`config.mk`:
```
export PLATFORM = sky130hd
export DESIGN_NAME = alarm_beeper_flat
export DESIGN_NICKNAME = d
export VERILOG_FILES = /design/src/rtl/alarm_pkg.sv /design/src/rtl/alarm_beeper_if.sv /design/src/rtl/beeper_tone_gen.sv /design/src/rtl/alarm_beeper.sv /design/src/flat_wrapper.sv
export SDC_FILE = /design/constraint.sdc
export NUM_CORES = 1
export LEC_CHECK = 0
export BUFFER_PORTS_ARGS = -buffer_cell sky130_fd_sc_hd__buf_4
export CAP_MARGIN = 20
export CORE_UTILIZATION = 50
export CTS_CLUSTER_DIAMETER = 120
export DETAILED_ROUTE_END_ITERATION = 10
export GPL_ROUTABILITY_DRIVEN = 0
export PLACE_DENSITY = 0.83
export RECOVER_POWER = 50
export SYNTH_ARGS = -nofsm -noshare
export SYNTH_HDL_FRONTEND = slang
export SYNTH_HIERARCHICAL = 1
export SYNTH_SLANG_ARGS = --single-unit
```
`constraint.sdc`:
```
create_clock -name clk -period 1.6 [get_ports clk]
set_clock_uncertainty 0.15 [all_clocks]
set_input_delay 0.08 -clock clk [delete_from_list [all_inputs] [get_ports clk]]
set_output_delay 0.08 -clock clk [all_outputs]
set_load 0.02 [all_outputs]
```
`src/rtl/alarm_pkg.sv`:
```
// Shared types and default timing for the alarm buzzer driver: state encoding,
// default cadence constants and the escalation threshold.
package alarm_pkg;

    typedef enum logic [2:0] {
        IDLE     = 3'd0,
        BEEP_ON  = 3'd1,
        BEEP_OFF = 3'd2,
        PAUSE    = 3'd3,
        SILENCED = 3'd4
    } state_e;

    localparam int DEF_TONE_DIV     = 2;
    localparam int DEF_ON_CYCLES    = 8;
    localparam int DEF_OFF_CYCLES   = 8;
    localparam int DEF_BURSTS       = 3;
    localparam int DEF_PAUSE_CYCLES = 32;

    // Completed patterns after which the tone becomes continuous.
    localparam int ESC_THRESHOLD = 4;

    function automatic int max3(input int a, input int b, input int c);
        int m;
        m = (a > b) ? a : b;
        return (m > c) ? m : c;
    endfunction

endpackage

```
`src/rtl/alarm_beeper_if.sv`:
```
// Signal bundle between the alarm controller (master) and the buzzer driver (slave).
interface alarm_beeper_if;
    logic       alert_i;
    logic       ack_i;
    logic       buzzer_o;
    logic       active_o;
    logic       silenced_o;
    logic [3:0] beep_count_o;

    modport master (
        output alert_i, ack_i,
        input  buzzer_o, active_o, silenced_o, beep_count_o
    );

    modport slave (
        input  alert_i, ack_i,
        output buzzer_o, active_o, silenced_o, beep_count_o
    );
endinterface

```
`src/rtl/beeper_tone_gen.sv`:
```
// Square-wave tone source: high/low every TONE_DIV cycles while enabled,
// restarts high on restart, held low when disabled.
module beeper_tone_gen #(
    parameter int TONE_DIV = alarm_pkg::DEF_TONE_DIV
) (
    input  logic clk,
    input  logic rst_n,
    input  logic en,
    input  logic restart,
    output logic tone
);

    localparam int TW = (TONE_DIV > 1) ? $clog2(TONE_DIV) : 1;
    localparam logic [TW-1:0] RELOAD = TW'(TONE_DIV - 1);

    logic [TW-1:0] cnt_q;
    logic          tone_q;

    // NOTE: state registers use non-blocking assignments so every flop samples
    // pre-edge values; blocking here would create order-dependent simulation.
    always_ff @(posedge clk or negedge rst_n) begin
        if (!rst_n) begin
            cnt_q  <= '0;
            tone_q <= 1'b0;
        end else if (restart) begin
            cnt_q  <= RELOAD;
            tone_q <= 1'b1;
        end else if (!en) begin
            cnt_q  <= '0;
            tone_q <= 1'b0;
        end else if (cnt_q == '0) begin
            cnt_q  <= RELOAD;
            tone_q <= ~tone_q;
        end else begin
            cnt_q  <= cnt_q - 1'b1;
        end
    end

    assign tone = tone_q;

endmodule

```
`src/rtl/alarm_beeper.sv`:
```
// Alarm buzzer driver: cadenced beep bursts while alert is high, silenced by ack.
// Optional escalation to a continuous tone: define ALARM_BEEPER_ESCALATE_EN.
module alarm_beeper
    import alarm_pkg::*;
#(
    parameter int TONE_DIV     = DEF_TONE_DIV,
    parameter int ON_CYCLES    = DEF_ON_CYCLES,
    parameter int OFF_CYCLES   = DEF_OFF_CYCLES,
    parameter int BURSTS       = DEF_BURSTS,
    parameter int PAUSE_CYCLES = DEF_PAUSE_CYCLES
) (
    input  logic           clk,
    input  logic           rst_n,
    alarm_beeper_if.slave  bus
);

    localparam int PH_MAX = max3(ON_CYCLES, OFF_CYCLES, PAUSE_CYCLES);
    localparam int PH_W   = (PH_MAX > 1) ? $clog2(PH_MAX) : 1;
    localparam logic [PH_W-1:0] ON_LD    = PH_W'(ON_CYCLES - 1);
    localparam logic [PH_W-1:0] OFF_LD   = PH_W'(OFF_CYCLES - 1);
    localparam logic [PH_W-1:0] PAUSE_LD = PH_W'(PAUSE_CYCLES - 1);
    localparam logic [3:0]      BURSTS4  = 4'(BURSTS);

    state_e          state_q, state_d;
    logic [PH_W-1:0] phase_q, phase_d;
    logic [3:0]      count_q, count_d;
    logic [3:0]      count_inc;
    logic            active_q, silenced_q;
    logic            tone_en, tone_restart;
    logic            escalated;

`ifdef ALARM_BEEPER_ESCALATE_EN
    logic [2:0] pat_q, pat_d;
    assign escalated = (pat_q >= 3'(ESC_THRESHOLD));
`else
    assign escalated = 1'b0;
`endif

    assign count_inc = count_q + 4'd1;

    // NOTE: every variable gets a default before the case so no path leaves
    // it unassigned, which would otherwise infer a latch.
    always_comb begin
        state_d = state_q;
        phase_d = phase_q;
        count_d = count_q;
`ifdef ALARM_BEEPER_ESCALATE_EN
        pat_d   = pat_q;
`endif
        case (state_q)
            IDLE: begin
                if (bus.alert_i) begin
                    state_d = BEEP_ON;
                    phase_d = ON_LD;
                    count_d = '0;
                end
            end
            SILENCED: begin
                if (!bus.alert_i) state_d = IDLE;
            end
            BEEP_ON, BEEP_OFF, PAUSE: begin
                // Alert drop outranks ack, and both outrank phase expiry.
                if (!bus.alert_i || bus.ack_i) begin
                    state_d = bus.alert_i ? SILENCED : IDLE;
                    phase_d = '0;
                    count_d = '0;
                end else if (phase_q != '0) begin
                    phase_d = phase_q - 1'b1;
                end else if (state_q == BEEP_ON) begin
                    count_d = (count_inc >= BURSTS4) ? BURSTS4 : count_inc;
                    if (escalated) begin
                        phase_d = ON_LD;
                    end else if (count_inc >= BURSTS4) begin
                        state_d = PAUSE;
                        phase_d = PAUSE_LD;
                    end else begin
                        state_d = BEEP_OFF;
                        phase_d = OFF_LD;
                    end
                end else begin
                    state_d = BEEP_ON;
                    phase_d = ON_LD;
                    if (state_q == PAUSE) begin
                        count_d = '0;
`ifdef ALARM_BEEPER_ESCALATE_EN
                        if (pat_q != 3'd7) pat_d = pat_q + 3'd1;
`endif
                    end
                end
            end
            default: begin
                state_d = IDLE;
                phase_d = '0;
                count_d = '0;
            end
        endcase
`ifdef ALARM_BEEPER_ESCALATE_EN
        if (state_d == IDLE || state_d == SILENCED) pat_d = '0;
`endif
    end

    // Tone phase restarts high on every beep entry, including back-to-back beeps.
    assign tone_en      = (state_d == BEEP_ON);
    assign tone_restart = tone_en && ((state_q != BEEP_ON) || (phase_q == '0));

    always_ff @(posedge clk or negedge rst_n) begin
        if (!rst_n) begin
            state_q    <= IDLE;
            phase_q    <= '0;
            count_q    <= '0;
            active_q   <= 1'b0;
            silenced_q <= 1'b0;
`ifdef ALARM_BEEPER_ESCALATE_EN
            pat_q      <= '0;
`endif
        end else begin
            state_q    <= state_d;
            phase_q    <= phase_d;
            count_q    <= count_d;
            active_q   <= (state_d == BEEP_ON) || (state_d == BEEP_OFF) || (state_d == PAUSE);
            silenced_q <= (state_d == SILENCED);
`ifdef ALARM_BEEPER_ESCALATE_EN
            pat_q      <= pat_d;
`endif
        end
    end

    beeper_tone_gen #(.TONE_DIV(TONE_DIV)) u_tone (
        .clk     (clk),
        .rst_n   (rst_n),
        .en      (tone_en),
        .restart (tone_restart),
        .tone    (bus.buzzer_o)
    );

    assign bus.active_o     = active_q;
    assign bus.silenced_o   = silenced_q;
    assign bus.beep_count_o = count_q;

endmodule

```
`src/flat_wrapper.sv`:
```
// flat-port wrapper written by rule: the top's interface ports become plain ports
module alarm_beeper_flat import alarm_pkg::*;
#(
    parameter int TONE_DIV     = DEF_TONE_DIV,
    parameter int ON_CYCLES    = DEF_ON_CYCLES,
    parameter int OFF_CYCLES   = DEF_OFF_CYCLES,
    parameter int BURSTS       = DEF_BURSTS,
    parameter int PAUSE_CYCLES = DEF_PAUSE_CYCLES
)
  (clk, rst_n, bus_alert_i, bus_ack_i, bus_buzzer_o, bus_active_o, bus_silenced_o, bus_beep_count_o);
  alarm_beeper_if bus_i ();
  input  logic clk;
  input  logic rst_n;
  input wire logic [$bits(bus_i.alert_i)-1:0] bus_alert_i;
  input wire logic [$bits(bus_i.ack_i)-1:0] bus_ack_i;
  output wire logic [$bits(bus_i.buzzer_o)-1:0] bus_buzzer_o;
  output wire logic [$bits(bus_i.active_o)-1:0] bus_active_o;
  output wire logic [$bits(bus_i.silenced_o)-1:0] bus_silenced_o;
  output wire logic [$bits(bus_i.beep_count_o)-1:0] bus_beep_count_o;
  assign bus_i.alert_i = bus_alert_i;
  assign bus_i.ack_i = bus_ack_i;
  assign bus_buzzer_o = bus_i.buzzer_o;
  assign bus_active_o = bus_i.active_o;
  assign bus_silenced_o = bus_i.silenced_o;
  assign bus_beep_count_o = bus_i.beep_count_o;
  alarm_beeper #(.TONE_DIV(TONE_DIV), .ON_CYCLES(ON_CYCLES), .OFF_CYCLES(OFF_CYCLES), .BURSTS(BURSTS), .PAUSE_CYCLES(PAUSE_CYCLES)) u_core (.clk(clk), .rst_n(rst_n), .bus(bus_i));
endmodule
```
==> results.toml, run 1 <==
[clock_network]
clk_latency_ps = 280
hold_buffers = 2
clockBufferDepth = 2
clkTransAtPathRegs_ps = 90
htree_num_levels = 1
cts.sinks = 16
root_buffer = "clkbuf_4"
cts_tree = "built"
numCtsBuffers = 3

[sta]
slew_violations = 0
setup_slack_ps = -187
rsz0062_at_grt = "yes"
setup_tns_ps = -948
slew_headroom = 0.449
hold_viol = 2
max_clock_freq_mhz = 560
tightest_slew_ps = 826
period_share = 1.12
setup_viol = 10
period_needed_ps = 1790
timing.hold.ws_ps = -114

[worst_setup_path]
timing.rr.end = "u_core/u_tone/cnt_q"
cp-start-kind = "flip-flop"
endpoint_kind = "flip-flop"
required_ps = 1630
rr_worst_depth = 10
crit_arrival_ps = 1820
cp_max_fo = 3
reg2reg_from = "u_core/phase_q[0]"
crit_start = "u_core/phase_q[0]"
reg2reg_slack_ps = -190
cp-endpoint = "u_core/u_tone/cnt_q"
path_class = "flip-flop to flip-flop"

[power_and_ir_drop]
p_clk_frac = 0.189
power.leakage_nw = 0.614
switching_share = 0.346
power_switching_w = 0.000485
power_density_nw_per_um2 = 1070
intPower_w = 0.000917
combPwrFrac = 0.434
peakVddDrop_uv = 755
p_seq_frac = 0.377

[detailed_routing]
drtAntennaViolNets = 0
route.detailed.drc = 0
first_pass_iters = 4
vias = 839
drtIter0Drc = 20
vias_per_cell = 5.31
wl_per_cell_microns = 14.1
wl_microns = 2230

[cells_and_area]
layout-drive-gt1-share = 0.425
syn_to_final_growth_pct = 45.0
fin_nets = 143
fill_cells = 96
fin_util = 0.822
n_antenna_cell = 0

[synthesis]
synth_edf_count = 0
yosysTopAreaCell = "dfrtp_1"
yosysSeqAreaShare = 0.443
postSynthCellCount = 96
synth_cell_types = 31
netlist_area_sq_um = 903
netlist.area_leader.share = 0.443
synthArstFlopShare = 1.00
synth_area_leaders = "dfrtp_1 44%, ha_1 5.5%, nor2_1 5.4%, a21oi_1 5.0%, nand2_1 4.2%"
synthFlopType = "dfrtp_1"
synth_warnings = 6
synth_area_per_cell_sq_um = 9.41
synth-seq-cells = 16
synth_nets = 104

[die]
ios = 11
row_count = 14
dieArea_sq_um = 1980
core_sq_um = 1590
die_x_microns = 44.5
die_height_microns = 44.5
initial_core_util = 0.567

[global_route]
grt_overflow_total = 0
grt_start_max_net_pins = 17
antenna_found_initial = 0
grt_pass1_wl_microns = 3600
track_usage = 0.254
grt_pass1_vias = 823

[placement]
port-buffer-count = 10
dp_hpwl_microns = 1440

[hold_path]
hp-class = "primary input to flip-flop"

[run_status]
status = "finished with violations"
violations = "hold timing, setup timing"

[run]
cap_violations = 0
## placed cells by master, fill, tap and decap left out, types with 2 or more instances in the layout
cell type and count:
dfrtp_2 2, nand3b_1 4, a21o_1 2, nor2b_1 2, inv_1 2, dfrtp_1 14
o21ai_0 2, a21oi_2 3, a21oi_1 6, and2_4 3, dlygate4sd3_1 2, inv_2 2
nor3_2 2, clkbuf_4 3, nand2_1 10, nor3_1 2, nand2b_1 2, nor2_1 13
ha_4 2, ha_1 2, buf_4 31, a22o_1 2, and2_1 2
## through the flow
| stage | instance area, sq um | instances | worst slack, ps | power, W |
|---|---|---|---|---|
| after floorplan | 915 | 96 | -67.6 | 0.000795 |
| after global placement | 1130 | 145 | -81.2 | 0.000983 |
| after detailed placement | 1130 | 145 | -156 | 0.00101 |
| after CTS | 1270 | 156 | -115 | 0.00135 |
| after global routing | 1310 | 158 | -249 | 0.00149 |
| final | 1310 | 158 | -187 | 0.00140 |
## worst max-delay path, cell delays in order, from the launching register on
cell and delay [ps]:
dfrtp_1 370, inv_2 60, ha_4 150, buf_4 130
buf_6 100, buf_4 120, nand3b_1 130, nand2_1 90
a21oi_2 160, nor2b_1 80, a21o_1 150
## power by group through the flow
stage	registers (W)	logic, W	clock network, W
6_report	0.000530	0.000609	0.000265
4_1_cts	0.000527	0.000554	0.000271
5_1_grt	0.000535	0.000656	0.000296
2_1_floorplan	0.000542	0.000253	0
3_5_place_dp	0.000529	0.000476	0
3_3_place_gp	0.000524	0.000459	0
## sequential cells by signal, indices dropped and copies added, names as in the netlist
signal                   cells
u_core/u_tone/cnt_q          1
u_core/bus.silenced_o        1
u_core/u_tone/tone           1
u_core/phase_q               5
u_core/bus.beep_count_o      4
u_core/state_q               3
u_core/bus.active_o          1
## layout make-up
class                           count  area (sq um)  area share
Tap cell                           24          30.0      0.0229
Multi-Input combinational cell     75           558       0.426
Inverter                            4          15.0      0.0115
Clock buffer                        4          36.3      0.0277
Sequential cell                    16           403       0.308
Timing Repair Buffer               35           268       0.204
## routing by layer
metal | share of wire | global-route usage
met2 | 0.52 | 0.444
met1 | 0.44 | 0.315
met4 | 0 | 0.0545
met3 | 0.035 | 0.0612
met5 | 0 | 0
## Yosys cell counts, types with 2 or more instances
cell type  instances
dfrtp_1           16
nor2_1            13
nand2_1           10
a21oi_1            9
and2_1             4
ha_1               4
inv_1              4
nand3b_1           4
nor3_1             4
a21o_1             2
a22o_1             2
nand2b_1           2
nor2b_1            2
o21ai_0            2
o21ai_1            2
## kinds of logic after synthesis
family	Yosys count	share of synthesized area
and+or+nand+nor	44	0.262
AOI/OAI and AO/OA	26	0.208
DFF	16	0.443
buffers and inverters	5	0.0222
adders and majority gates	4	0.0554
xor gates and xnor gates	1	0.00970
## worst min-delay path by stage
stage,start,to,slack [ps],depth (start not counted)
finish,bus_alert_i,u_core/bus.silenced_o,-110,2
detailed placement,rst_n,u_core/bus.beep_count_o[3],-200,1
CTS,bus_alert_i,u_core/bus.silenced_o,-130,2
floorplan,rst_n,u_core/bus.active_o,-370,0
global placement,rst_n,u_core/bus.beep_count_o[3],-210,1
global route,bus_alert_i,u_core/bus.silenced_o,-140,2
## what timing repair did
action | in CTS | in global routing
setup endpoints to repair | 10 | 11
gates resized for setup | 10 | 6
pin swaps | 5 | 4
gates cloned | 0 | 0
hold endpoints to repair | 21 | 2
buffers inserted | 5 | 2
No activity file was read; power rests on OpenSTA's default activity.
==> run 2: changes to the inputs <==
Settings changed: PLACE_DENSITY 0.83 to not set, PLACE_DENSITY_LB_ADDON set to 0.2, SKIP_CTS_REPAIR_TIMING set to 1, SLEW_MARGIN set to 20.
==> run 2 against run 1 <==
Net effect: the flow finishes with violations (setup timing); critical path depth shrank 3; combinational power shrank 2%; routed wire length grew 5.5%; die area is the same; maximum frequency shrank 1.4%.
==> results.toml, run 2 (synthesis results as in run 1) <==
[run_status]
status = "finished with violations"
violations = "setup timing"

[sta]
tightest_slew_ps = 853
period_share = 1.13
slew_violations = 0
rsz0062_at_grt = "yes"
slew_headroom = 0.431
setup_slack_ps = -213
max_clock_freq_mhz = 551
hold_viol = 0
setup_tns_ps = -1320
period_needed_ps = 1810
setup_viol = 10

[global_route]
grt_pass1_wl_microns = 3270
grt_pass1_vias = 797
grt_overflow_total = 0
track_usage = 0.225
grt_start_max_net_pins = 17
antenna_found_initial = 0

[power_and_ir_drop]
power.leakage_nw = 0.616
power_density_nw_per_um2 = 1030
peakVddDrop_uv = 721

[cells_and_area]
largest_reg_flops = 5
multi_input_area_sq_um = 573
mostFrequentLayoutCell = "buf_4"
fin_util = 0.838
syn_to_final_growth_pct = 47.8
fill_cells = 91
fin_area_sq_um = 1340
mostFrequentLayoutCells = "31 x buf_4, 14 x dfrtp_1, 10 x nand2_1, 10 x nor2_1, 7 x a21oi_1"
regMostFlops = "u_core/phase_q"
layout-drive-gt1-share = 0.459
seq_area_sq_um = 403
n_antenna_cell = 0
fin_nets = 144

[detailed_routing]
drtIter0Drc = 26
drtAntennaViolNets = 0
wl_microns = 2360
vias_per_cell = 5.52
vias = 877
wl_per_cell_microns = 14.8
first_pass_iters = 4
route.detailed.drc = 0

[die]
row_count = 14
die_x_microns = 44.5
ios = 11
initial_core_util = 0.567
die_height_microns = 44.5
core_sq_um = 1590
dieArea_sq_um = 1980

[clock_network]
clockBufferDepth = 2
htree_num_levels = 1
numCtsBuffers = 3
cts_tree = "built"
root_buffer = "clkbuf_4"
clk_latency_ps = 280
clkTransAtPathRegs_ps = 100
cts.sinks = 16

[worst_setup_path]
cp-start-kind = "flip-flop"
path_class = "flip-flop to flip-flop"
required_ps = 1650
cp_max_fo = 3
endpoint_kind = "flip-flop"
crit_arrival_ps = 1870

[run]
cap_violations = 0

[hold_path]
hp-class = "primary input to asynchronous set/reset pin"

[placement]
port-buffer-count = 10
dp_hpwl_microns = 1540
dpl_cell_area_sq_um = 1130
-- run 2: cell types whose count changed in the layout (fill, tap and decap cells not counted), sizes merged --
cell,delta
dlygate4sd3,+1
-- run 2: final cells by class --
class | instances | area share
Clock buffer | 4 | 0.0272
Inverter | 4 | 0.0112
Multi-Input combinational cell | 75 | 0.429
Sequential cell | 16 | 0.302
Tap cell | 24 | 0.0225
Timing Repair Buffer | 36 | 0.208
-- run 2: path summary, 6_finish.rpt --
path                            slack, ps                         end                       start  cells past startpoint
worst max-delay path                 -210           u_core/phase_q[3]  u_core/bus.beep_count_o[1]                      7
worst min-delay path                  270           u_core/phase_q[3]                       rst_n                      2
worst max register to register       -210           u_core/phase_q[3]  u_core/bus.beep_count_o[1]                      7
worst min register to register        440  u_core/bus.beep_count_o[2]  u_core/bus.beep_count_o[2]                      1
max in group asynchronous             460  u_core/bus.beep_count_o[0]                       rst_n                      2
min in group clk                      430       u_core/bus.silenced_o                 bus_alert_i                      3
-- run 2: worst max-delay path: stages, from the launching register on --
cell and delay (ps):
dfrtp_2 400, buf_4 130, buf_6 110, nand3b_1 140, a31oi_4 220, o21bai_1 110
a211o_1 330, o211ai_2 150
-- run 2: per-stage QoR --
step	setup slack [ps]	instances	hold slack [ps]	total power, W
4_1_cts	-173	148	-511	0.00126
3_5_place_dp	-122	144	-201	0.000995
3_3_place_gp	-89.4	144	-202	0.000975
6_report	-213	159	270	0.00138
2_1_floorplan	-67.6	96	-366	0.000795
5_1_grt	-246	159	369	0.00146
-- run 2: metal layers --
metal / routed length (microns) / vias up / global-route usage
met3: 87 / 6 / 0.0245
met4: 40 / 0 / 0.0667
met5: 0 / - / 0
met2: 1350 / 34 / 0.424
li1: - / 416 / -
met1: 880 / 421 / 0.267
-- run 2: power by group --
group          internal, W  total (W)  switching, W
combinational     0.000301   0.000596      0.000295
sequential        0.000464   0.000525     0.0000611
clock             0.000138   0.000259      0.000121
